===== config.mk =====
export PLATFORM = sky130hd
export DESIGN_NAME = muldiv_unit
export DESIGN_NICKNAME = d
export VERILOG_FILES = /design/src/rtl/muldiv_unit.sv
export SDC_FILE = /design/constraint.sdc
export NUM_CORES = 1
export LEC_CHECK = 0
export ABC_AREA = 1
export BUFFER_PORTS_ARGS = -buffer_cell sky130_fd_sc_hd__clkbuf_2
export CORE_ASPECT_RATIO = 1.4
export CORE_MARGIN = 2
export CORE_UTILIZATION = 27
export CTS_CLUSTER_DIAMETER = 120
export DETAILED_ROUTE_END_ITERATION = 10
export GPL_TIMING_DRIVEN = 0
export PLACE_DENSITY = 0.4
export SYNTH_ARGS = -nofsm -noshare
export SYNTH_HDL_FRONTEND = slang
export SYNTH_SLANG_ARGS = --single-unit

===== constraint.sdc =====
create_clock -name clk -period 4 [get_ports clk]
set_clock_uncertainty 0.1 [all_clocks]
set_input_delay 0.2 -clock clk [delete_from_list [all_inputs] [get_ports clk]]
set_output_delay 0.2 -clock clk [all_outputs]
set_load 0.02 [all_outputs]

===== src/rtl/muldiv_unit.sv =====
// Iterative RV32M multiply/divide unit: radix-2 shift-add multiply and restoring divide,
// one bit per cycle on operand magnitudes, with sign correction applied in a final FIX cycle.
module muldiv_unit #(
   parameter  int XLEN  = 32,
   localparam int CNT_W = $clog2(XLEN) + 1
) (
   input  logic            clk,
   input  logic            rst,
   input  logic            start,
   input  logic            kill,
   input  logic [2:0]      op,
   input  logic [XLEN-1:0] a,
   input  logic [XLEN-1:0] b,
   output logic            busy,
   output logic            done,
   output logic [XLEN-1:0] result
);

   // state  | meaning
   // IDLE   | waiting for start
   // CALC   | one multiply/divide iteration per cycle, counter counts down to 0
   // FIX    | sign correction / special-case select, result register loaded
   // DONE   | one-cycle done pulse; a new start may be accepted here
   typedef enum logic [1:0] {S_IDLE, S_CALC, S_FIX, S_DONE} state_t;

   localparam logic [XLEN-1:0] MIN_NEG = {1'b1, {(XLEN-1){1'b0}}};

   state_t            state_q, state_d;
   logic [CNT_W-1:0]  cnt_q, cnt_d;
   logic [XLEN-1:0]   hi_q, hi_d;
   logic [XLEN-1:0]   lo_q, lo_d;
   logic [XLEN-1:0]   md_q, md_d;
   logic [2:0]        op_q, op_d;
   logic              neg_q_q, neg_q_d;
   logic              neg_r_q, neg_r_d;
   logic              special_q, special_d;
   logic              div0_q, div0_d;
   logic [XLEN-1:0]   result_q, result_d;

   logic              a_sgn, b_sgn, neg_a, neg_b, special_in;
   logic [XLEN-1:0]   mag_a, mag_b;
   logic [XLEN:0]     mul_sum;
   logic [XLEN:0]     div_sh;
   logic              div_ge;
   logic [XLEN-1:0]   div_diff;
   logic [2*XLEN-1:0] prod, prod_fix;
   logic [XLEN-1:0]   quo_fix, rem_fix, fix_val;

   // Operand signedness: MUL treated unsigned (low half is sign-agnostic)
   always_comb begin
      a_sgn      = op[2] ? ~op[0] : ((op[1:0] == 2'b01) || (op[1:0] == 2'b10));
      b_sgn      = op[2] ? ~op[0] : (op[1:0] == 2'b01);
      neg_a      = a_sgn & a[XLEN-1];
      neg_b      = b_sgn & b[XLEN-1];
      mag_a      = neg_a ? -a : a;
      mag_b      = neg_b ? -b : b;
      special_in = op[2] && ((b == '0) || (!op[0] && (a == MIN_NEG) && (b == '1)));
   end

   always_comb begin
      mul_sum  = {1'b0, hi_q} + (lo_q[0] ? {1'b0, md_q} : '0);
      div_sh   = {hi_q, lo_q[XLEN-1]};
      div_ge   = div_sh >= {1'b0, md_q};
      div_diff = div_sh[XLEN-1:0] - md_q;
   end

   always_comb begin
      prod     = {hi_q, lo_q};
      prod_fix = neg_q_q ? -prod : prod;
      quo_fix  = neg_q_q ? -lo_q : lo_q;
      rem_fix  = neg_r_q ? -hi_q : hi_q;
      if (special_q) begin
         // lo_q holds the raw dividend on the special path
         if (op_q[1]) fix_val = div0_q ? lo_q : '0;
         else         fix_val = div0_q ? '1 : lo_q;
      end else if (op_q[2]) begin
         fix_val = op_q[1] ? rem_fix : quo_fix;
      end else begin
         fix_val = (op_q[1:0] == 2'b00) ? prod_fix[XLEN-1:0] : prod_fix[2*XLEN-1:XLEN];
      end
   end

   always_comb begin
      state_d   = state_q;
      cnt_d     = cnt_q;
      hi_d      = hi_q;
      lo_d      = lo_q;
      md_d      = md_q;
      op_d      = op_q;
      neg_q_d   = neg_q_q;
      neg_r_d   = neg_r_q;
      special_d = special_q;
      div0_d    = div0_q;
      result_d  = result_q;
      case (state_q)
         S_IDLE, S_DONE: begin
            state_d = S_IDLE;
            if (!kill && start) begin
               op_d      = op;
               neg_q_d   = neg_a ^ neg_b;
               neg_r_d   = neg_a;
               special_d = special_in;
               div0_d    = (b == '0);
               hi_d      = '0;
               md_d      = op[2] ? mag_b : mag_a;
               if (special_in) begin
                  lo_d    = a;
                  cnt_d   = '0;
                  state_d = S_FIX;
               end else begin
                  lo_d    = op[2] ? mag_a : mag_b;
                  cnt_d   = CNT_W'(XLEN);
                  state_d = S_CALC;
               end
            end
         end
         S_CALC: begin
            if (kill) begin
               state_d = S_IDLE;
            end else begin
               cnt_d = cnt_q - CNT_W'(1);
               if (op_q[2]) begin
                  hi_d = div_ge ? div_diff : div_sh[XLEN-1:0];
                  lo_d = {lo_q[XLEN-2:0], div_ge};
               end else begin
                  {hi_d, lo_d} = {mul_sum, lo_q[XLEN-1:1]};
               end
               if (cnt_q == CNT_W'(1)) state_d = S_FIX;
            end
         end
         S_FIX: begin
            if (kill) begin
               state_d = S_IDLE;
            end else begin
               result_d = fix_val;
               state_d  = S_DONE;
            end
         end
         default: state_d = S_IDLE;
      endcase
   end

   always_ff @(posedge clk or posedge rst) begin
      if (rst) begin
         state_q   <= S_IDLE;
         cnt_q     <= '0;
         hi_q      <= '0;
         lo_q      <= '0;
         md_q      <= '0;
         op_q      <= '0;
         neg_q_q   <= 1'b0;
         neg_r_q   <= 1'b0;
         special_q <= 1'b0;
         div0_q    <= 1'b0;
         result_q  <= '0;
      end else begin
         state_q   <= state_d;
         cnt_q     <= cnt_d;
         hi_q      <= hi_d;
         lo_q      <= lo_d;
         md_q      <= md_d;
         op_q      <= op_d;
         neg_q_q   <= neg_q_d;
         neg_r_q   <= neg_r_d;
         special_q <= special_d;
         div0_q    <= div0_d;
         result_q  <= result_d;
      end
   end

   assign busy   = (state_q == S_CALC) || (state_q == S_FIX);
   assign done   = (state_q == S_DONE);
   assign result = result_q;

endmodule


==> metrics, run 1 <==
Leak around 10 nW; n_diodes 0; Min Hold Slack approximately 0.016 ns; GRT Total Usage 0.293; Final Power ~18 mW; I/O pin total approximately 110; crit path launch type register; syn_area_per_cell around 5.7 um^2; DRT Pass-1 Iters 6; max_cap viols 0; CTS root buffer clkbuf_16; number of remaining DRC errors 0; grt total ovfl 0; Fill cells 7749; WL/cell roughly 25 um; sequential area share after synthesis 0.196; Post-Syn Area around 18000 um^2; max-slew violation count 0; clk buf depth 2; die height 311 um; critical path arrival approximately 3.9 ns; run status finished, final reports clean; TritonCTS clock tree yes; Hold Crit Class input port to register; P per Cell Area approximately 870 nW/um^2; Final period util 0.917; Routed Antenna Nets 0; CTS Buf Count 17; Worst-Skew Late Latency 0.49 ns; routed vias around 22000; initial antenna violation count 1; Area Overhead vs Synth 12.8%; Worst EP required 4.26 ns; f_max around 0.27 GHz; Initial Utilization 0.273; synth warn 0; die area 69600 um^2; layout cells sized above 1 0.0760; worst setup path category register to register; Final Net Count 3490; fin crit period ~3.7 ns; violation count after the first detailed-route iteration 1669; main flop type after synthesis dfrtp_1; Distinct cells, synth 57; Syn Inst Count ~3200; RSZ-0062 raised after global routing no; num rows between 100 and 150; H-tree levels 4; CP max FO 7; Setup crit end kind register; global-route wire length before repair around 150 mm; total wire length about 100 mm; die width 224 um; Worst Tran Pin Value roughly 1.1 ns; most frequent cells in the layout nand2_1 (926), nor2_1 (464), inv_1 (380); most common cell after layout, fill and taps aside nand2_1; dpl hpwl 88.2 mm; Slew Limit Headroom 0.299; peak supply drop 0.362 mV; Final setup viols 0; Buffers on Ports roughly 100; Core ar. between 60000 and 70000 um^2; clock sink count 143; Hold Violations, Final 0; Vias per Instance 5.27; vias in the first global route between 20000 and 25000; largest net degree at the start of global routing 37; post-synth net total around 3400; GPL Wtd Cong around 0.98; Synth Register Bits 143; Synth async-reset ratio 1.00; number of synthesized flops with an enable pin 0; CTS clk-pin slew, worst paths 0.08 ns
## final cells by class
| cell class | instances | area (um^2) | share of cell area |
|---|---|---|---|
| multi-input cells | 2559 | 12600 | 0.613 |
| flip-flops and latches | 143 | 3580 | 0.174 |
| inverters | 399 | 1500 | 0.0730 |
| well taps | 855 | 1070 | 0.0520 |
| repair buffers | 110 | 621 | 0.0302 |
| plain buffers | 112 | 533 | 0.0259 |
| clock buffers | 17 | 425 | 0.0207 |
| clock inverters | 15 | 221 | 0.0108 |
## report_power, final
part           switching (mW)  internal, mW
Combinational            9.38          3.56
Sequential               1.01          2.08
Clock                   0.862          1.02
## critical path, cell delays in order (launching register included)
cell	delay (ns)
dfrtp_1	0.49
inv_1	0.48
ha_1	0.24
inv_1	0.11
fa_1	0.50
inv_1	0.09
o21ai_1	0.19
nand2_1	0.11
nand2_1	0.17
a21oi_1	0.42
or2_1	0.18
nand3b_1	0.10
nand3_1	0.11
nand2_1	0.11
nand2_1	0.09
nand2_1	0.05
## cell usage after synthesis (all sizes together) (30+ instances only)
cell type	instances	area (um^2)
a21oi	232	1170
buf	48	292
clkbuf	65	245
dfrtp	143	3580
ha	75	938
inv	393	1480
nand2	935	3550
nand3	281	1440
nand4	52	340
nor2	493	1970
nor3	45	230
o211ai	30	255
o21ai	216	1090
xor2	74	648
## sequential cells by signal, summed over array words and instances (netlist names)
signal     flops
hi_q          32
lo_q          32
md_q          32
result        32
cnt_q          6
op_q           3
state_q        2
div0_q         1
neg_q_q        1
neg_r_q        1
special_q      1
## what timing repair did
action	in CTS	in global routing
endpoints found under the setup margin	2	0
hold buffers	2	0
hold endpoints to repair	42	0
resized for setup	0	0
setup buffers	0	0
## logic make-up (layout without fill, tap and decap cells)
logic type,after synthesis,in the layout,share of synthesized area
AND/OR/NAND/NOR,1847,1847,0.429
AO/OA/AOI/OAI,546,546,0.166
buffers and inverters,512,653,0.112
flip-flops,143,143,0.196
XOR/XNOR,89,89,0.0428
adder cells (fa/ha/maj),77,77,0.0537
## per-layer routing
metal,up-vias,wire (um),GRT usage,part of all wire
met1,10523,39900,0.328,0.39
met3,241,4100,0.0235,0.040
li1,10663,-,-,-
met2,780,51600,0.523,0.50
met5,-,0,0,0
met4,0,7930,0.206,0.077
## final timing paths
path | startpoint | cells after the start | end | slack, ns
setup / recovery | lo_q[31] | 15 | hi_q[26] | 0.33
hold / removal | kill | 4 | state_q[1] | 0.02
setup reg to reg | lo_q[31] | 15 | hi_q[26] | 0.33
hold reg to reg | result[21] | 2 | result[21] | 0.42
max in group asynchronous | rst | 6 | hi_q[31] | 2.55
min in group asynchronous | rst | 3 | result[15] | 0.18
## through the flow
| stage | setup TNS (ns) | util | instances | cell area, um^2 | worst slack, ns |
|---|---|---|---|---|---|
| floorplan | 0 | - | 3214 | 18200 | 1.27 |
| global placement | -0.0319 | 0.297 | 4173 | 19800 | -0.0280 |
| detailed placement | -0.0176 | 0.298 | 4177 | 19900 | -0.0176 |
| CTS | 0 | 0.308 | 4210 | 20600 | 0.382 |
| global route | 0 | 0.308 | 4210 | 20600 | 0.241 |
| finish | 0 | 0.308 | 4210 | 20600 | 0.332 |
No activity file was read; power rests on OpenSTA's default activity.
==> run 2: changes to the inputs <==
--- a/config.mk
+++ b/config.mk
@@ -8,7 +8,6 @@
 export ABC_AREA = 1
 export BUFFER_PORTS_ARGS = -buffer_cell sky130_fd_sc_hd__clkbuf_2
 export CORE_ASPECT_RATIO = 1.4
-export CORE_MARGIN = 2
 export CORE_UTILIZATION = 27
 export CTS_CLUSTER_DIAMETER = 120
 export DETAILED_ROUTE_END_ITERATION = 10
==> run 2 against run 1 <==
  * Worst setup slack got worse by 0.052 ns
  * Total power rose by 0.77%
  * Core utilization hardly changed
  * Critical path depth is 4 higher
  * Critical path type unchanged
  * Design area about the same
  * Maximum frequency fell by 1.4%
==> metrics, run 2 (synthesis gave the netlist of run 1 again) <==
Top Family by Delay on Critical Path simple AND/OR/NAND/NOR gates; Switching Share 0.637; Comb pwr share 0.729; Initial Utilization 0.273; most common cell after layout, fill and taps aside nand2_1; Leak around 10 nW; met2 Track Usage GR 0.557; Buffers on Ports 104; Worst-Skew Late Latency around 0.5 ns; post-placement cell count 4177; Slew Limit Headroom 0.312; Crit-path slowest cell clkbuf_1; Crit path top cell by count nand2_1; critical path buffer and inverter count 5; most frequent cells in the layout nand2_1 (926), nor2_1 (464), inv_1 (380); Final period util 0.930; layout cells sized above 1 0.0759; Vias per Instance roughly 5.3; TritonCTS clock tree yes; cells along the critical path buf_6 > clkbuf_1 > nand2_1 > inv_1 > ha_1 > inv_1 > fa_1 > inv_1 > nand2_1 > o21ai_1 > nand2_1 > nand2_1 > nand3_1 > nand2_1 > nand3_1 > nand3_1 > nand3_1 > nand3_1 > nand2_1; die area around 69000 um^2; Critical Path Max Stage Delay roughly 0.50 ns; vias in the first global route roughly 22000; n_diodes 0; RSZ-0062 raised after global routing no; cell-internal power 6.55 mW; num rows approximately 110; power share of the clock group 0.098; CP max FO 10; WL/cell around 25 um; CTS root buffer clkbuf_16; final std cells w/o fill around 4200; peak supply drop ~0.43 mV; post-CTS setup buffer count 0; GPL Wtd Cong roughly 0.97; clk buf depth 2; Area Overhead vs Synth 12.8%; GR Layer Usage met3 0.0241; GRT met1 Usage 0.355; global-route wire length before repair 152 mm; worst setup path category register to register; GRT Max-Usage Layer met2; Routed Antenna Nets 0; die width 222 um; number of remaining DRC errors 0; grt total ovfl 0; Worst EP required ~4.3 ns; Psw between 10 and 15 mW; TNS Setup 0 ns; I/O pin total 105; Hold Violations, Final 0; largest net degree at the start of global routing 38; dpl hpwl 91.5 mm; violation count after the first detailed-route iteration approximately 1700; DRT Pass-1 Iters 6; die height about 310 um; routed vias 22208; Core ar. roughly 67000 um^2; crit path launch type register; P per Cell Area just under 900 nW/um^2; Fill cells 7785; Hold Crit Class input port to register; CTS clk-pin slew, worst paths 0.07 ns; Final setup viols 0; f_max 0.269 GHz; run status finished, final reports clean; Worst Tran Pin Value between 1 and 1.5 ns; Final Net Count about 3500; Setup crit end kind register; initial antenna violation count 0; critical path arrival between 4 and 5 ns; Sequential Power Share 0.173; CTS Buf Count 17; max-slew violation count 0; total wire length approximately 110 mm; fin crit period 3.72 ns; clock sink count around 140; GRT Total Usage 0.309; H-tree levels 4; Final Power roughly 18 mW; max_cap viols 0
## run 2: path summary, 6_finish.rpt
kind,depth (start not counted),end,from,slack (ns)
max,19,hi_q[29],lo_q[0],0.28
min,3,op_q[1],op[1],0.06
max reg2reg,19,hi_q[29],lo_q[0],0.28
min reg2reg,2,result[21],result[21],0.42
max in group asynchronous,5,hi_q[7],rst,2.96
min in group asynchronous,3,result[10],rst,0.07
## run 2: final cells by class
| type | instances | area (um^2) | area share |
|---|---|---|---|
| tap | 855 | 1070 | 0.0520 |
| multi-input combinational | 2559 | 12600 | 0.613 |
| clock inverter | 15 | 189 | 0.00919 |
| clock buffer | 17 | 425 | 0.0207 |
| inverter | 399 | 1500 | 0.0730 |
| sequential | 143 | 3580 | 0.174 |
| timing repair buffer | 113 | 651 | 0.0316 |
| buffer | 113 | 537 | 0.0261 |
## run 2: repair_timing
| action | 4_1_cts | 5_1_grt |
|---|---|---|
| endpoints found under the hold margin | 75 | 0 |
| gates resized for setup | 0 | 1 |
| hold buffers | 5 | 0 |
| endpoints found under the setup margin | 0 | 3 |
## run 2: per-stage QoR
step                      cell area [um^2]   util  setup slack [ns]  hold slack (ns)
after global routing                 20600  0.308            0.0481           0.0642
final                                20600  0.308             0.280           0.0612
after floorplan                      18200      -              1.27            0.266
after CTS                            20600  0.308            0.0812           0.0219
after global placement               19800  0.297            0.0929            0.406
after detailed placement             19900  0.298            0.0889           0.0408
## run 2: power by group through the flow
stage	clock (mW)	sequential, mW	combinational (mW)
after global routing	1.85	3.19	14.2
final	1.76	3.13	13.2
after floorplan	0	2.77	7.91
after CTS	1.80	3.11	13.0
after detailed placement	0	3.14	12.9
after global placement	0	3.13	12.9
## run 2: worst reg2reg max path: cells and delay by family, from the launching register on
family	cells	cell delay [ns]
fa+ha+maj	2	0.57
buf+inv	5	0.90
flops	1	0.34
simple gates	11	1.33
compound gates	1	0.38
## run 2: metal layers
metal / part of all wire / wire (um)
met3: 0.034 / 3630
met4: 0.067 / 7160
met1: 0.40 / 43000
met2: 0.50 / 53300
met5: 0 / 0
==> run 3: changes to the inputs <==
--- a/config.mk
+++ b/config.mk
@@ -13,6 +13,7 @@
 export DETAILED_ROUTE_END_ITERATION = 10
 export GPL_TIMING_DRIVEN = 0
 export PLACE_DENSITY = 0.4
+export RECOVER_POWER = 50
 export SYNTH_ARGS = -nofsm -noshare
 export SYNTH_HDL_FRONTEND = slang
 export SYNTH_SLANG_ARGS = --single-unit
==> run 3 against run 2 <==
  * The flow now finishes with violations (max-capacitance violations, max-slew violations)
  * Routed wire length decreased by 0.14%
  * Sequential share of layout area increased by 0.073 points
  * Core utilization is 0.13 points lower
  * Register-to-register slack lost 0.02 ns
==> metrics, run 3 (synthesis gave the netlist of run 1 again) <==
run status complete, but fails checks; failing checks max-capacitance violations, max-slew violations; Crit path top cell by count nand2_1; n_diodes 0; Hold Crit Class input port to register; Leak just over 10 nW; dpl hpwl 91.5 mm; Core ar. ~67000 um^2; vias in the first global route between 20000 and 25000; Vias per Instance between 5 and 6; fin crit period 3.74 ns; RSZ-0062 raised after global routing no; total wire length around 110 mm; routed vias 22132; layout cells sized above 1 0.0703; die width 222 um; Worst-Skew Late Latency about 0.50 ns; die height around 310 um; Critical Path Max Stage Delay approximately 0.50 ns; global-route wire length before repair about 150 mm; CP max FO 10; peak supply drop between 0.4 and 0.5 mV; GPL Wtd Cong slightly below 1; DRT Pass-1 Iters 6; largest net degree at the start of global routing 38; CTS clk-pin slew, worst paths around 0.07 ns; most frequent cells in the layout nand2_1 (926), nor2_1 (464), inv_1 (380); max_cap viols 2; worst setup path category register to register; Area Overhead vs Synth 12.4%; Hold Violations, Final 0; critical path arrival roughly 4.0 ns; fin worst setup slack 0.259 ns; Buffers on Ports between 100 and 150; most common cell after layout, fill and taps aside nand2_1; GRT Total Usage 0.309; TNS Setup 0 ns; cells along the critical path buf_6 > clkbuf_1 > nand2_1 > inv_1 > ha_1 > inv_1 > fa_1 > inv_1 > nand2_1 > o21ai_1 > nand2_1 > nand2_1 > nand3_1 > nand2_1 > nand3_1 > nand3_1 > nand3_1 > nand3_1 > nand2_1; final core occ 0.307; DP Worst Slack approximately 0.089 ns; TritonCTS clock tree yes; CTS Buf Count 17; Worst Tran Pin Value approximately 2.2 ns; grt total ovfl 0; H-tree levels 4; Final Net Count around 3500; initial antenna violation count 0; WL/cell 25.4 um; R2R Setup Slk 0.26 ns; CTS root buffer clkbuf_16; Final Power roughly 18 mW; max-slew violation count 71; I/O pin total roughly 110; post-CTS setup buffer count 0; f_max 0.267 GHz; Setup crit end kind register; violation count after the first detailed-route iteration ~1800; number of remaining DRC errors 0; die area 68500 um^2; Crit-path slowest cell clkbuf_1; Initial Utilization 0.273; Final setup viols 0; clk buf depth 2; num rows approximately 110; Routed Antenna Nets 0; crit path launch type register; Slew Limit Headroom -0.460; clock sink count ~140; Final period util 0.935; P per Cell Area 879 nW/um^2; Worst EP required roughly 4.3 ns
## run 3: layer usage
| metal | GRT usage | share of wire |
|---|---|---|
| met1 | 0.355 | 0.40 |
| met2 | 0.557 | 0.50 |
| met3 | 0.0241 | 0.032 |
| met4 | 0.196 | 0.066 |
| met5 | 0 | 0 |
## run 3: where the power goes
group / total, mW / switching (mW) / internal (mW)
Combinational: 13.1 / 9.56 / 3.54
Sequential: 3.13 / 1.05 / 2.08
Clock: 1.76 / 0.863 / 0.900
## run 3: area by class of cell
| class | instances | area [um^2] |
|---|---|---|
| Tap cell | 855 | 1070 |
| Sequential cell | 143 | 3580 |
| Fill cell | 7807 | 46200 |
| Clock buffer | 17 | 425 |
| Clock inverter | 15 | 189 |
| Multi-Input combinational cell | 2559 | 12600 |
| Timing Repair Buffer | 113 | 567 |
| Inverter | 399 | 1500 |
| Buffer | 113 | 537 |
## run 3: per-stage QoR
stage / instance area, um^2 / hold slack (ns) / instances
after floorplan: 18200 / 0.266 / 3214
after global placement: 19800 / 0.406 / 4173
after detailed placement: 19900 / 0.0408 / 4177
after CTS: 20600 / 0.0219 / 4214
after global routing: 20500 / 0.0642 / 4214
final: 20500 / 0.0563 / 4214
## run 3: path summary, 6_finish.rpt
path / startpoint / end / cells after the start
worst max-delay path: lo_q[0] / hi_q[29] / 19
worst min-delay path: op[1] / op_q[1] / 3
worst max register to register: lo_q[0] / hi_q[29] / 19
worst min register to register: result[21] / result[21] / 2
max in group asynchronous: rst / hi_q[2] / 5
min in group asynchronous: rst / result[10] / 3
## run 3: repair_timing
action / CTS / global route
hold endpoints to repair: 75 / 0
resized for setup: 0 / 1
endpoints found under the setup margin: 0 / 3
hold buffers: 5 / 0
## run 3: critical path, delay by kind of cell, from the launching register on
family / cells / cell delay, ns
and+or+nand+nor: 11 / 1.34
adders and majority gates: 2 / 0.57
AOI/OAI and AO/OA: 1 / 0.38
DFF: 1 / 0.34
buffers and inverters: 5 / 0.89
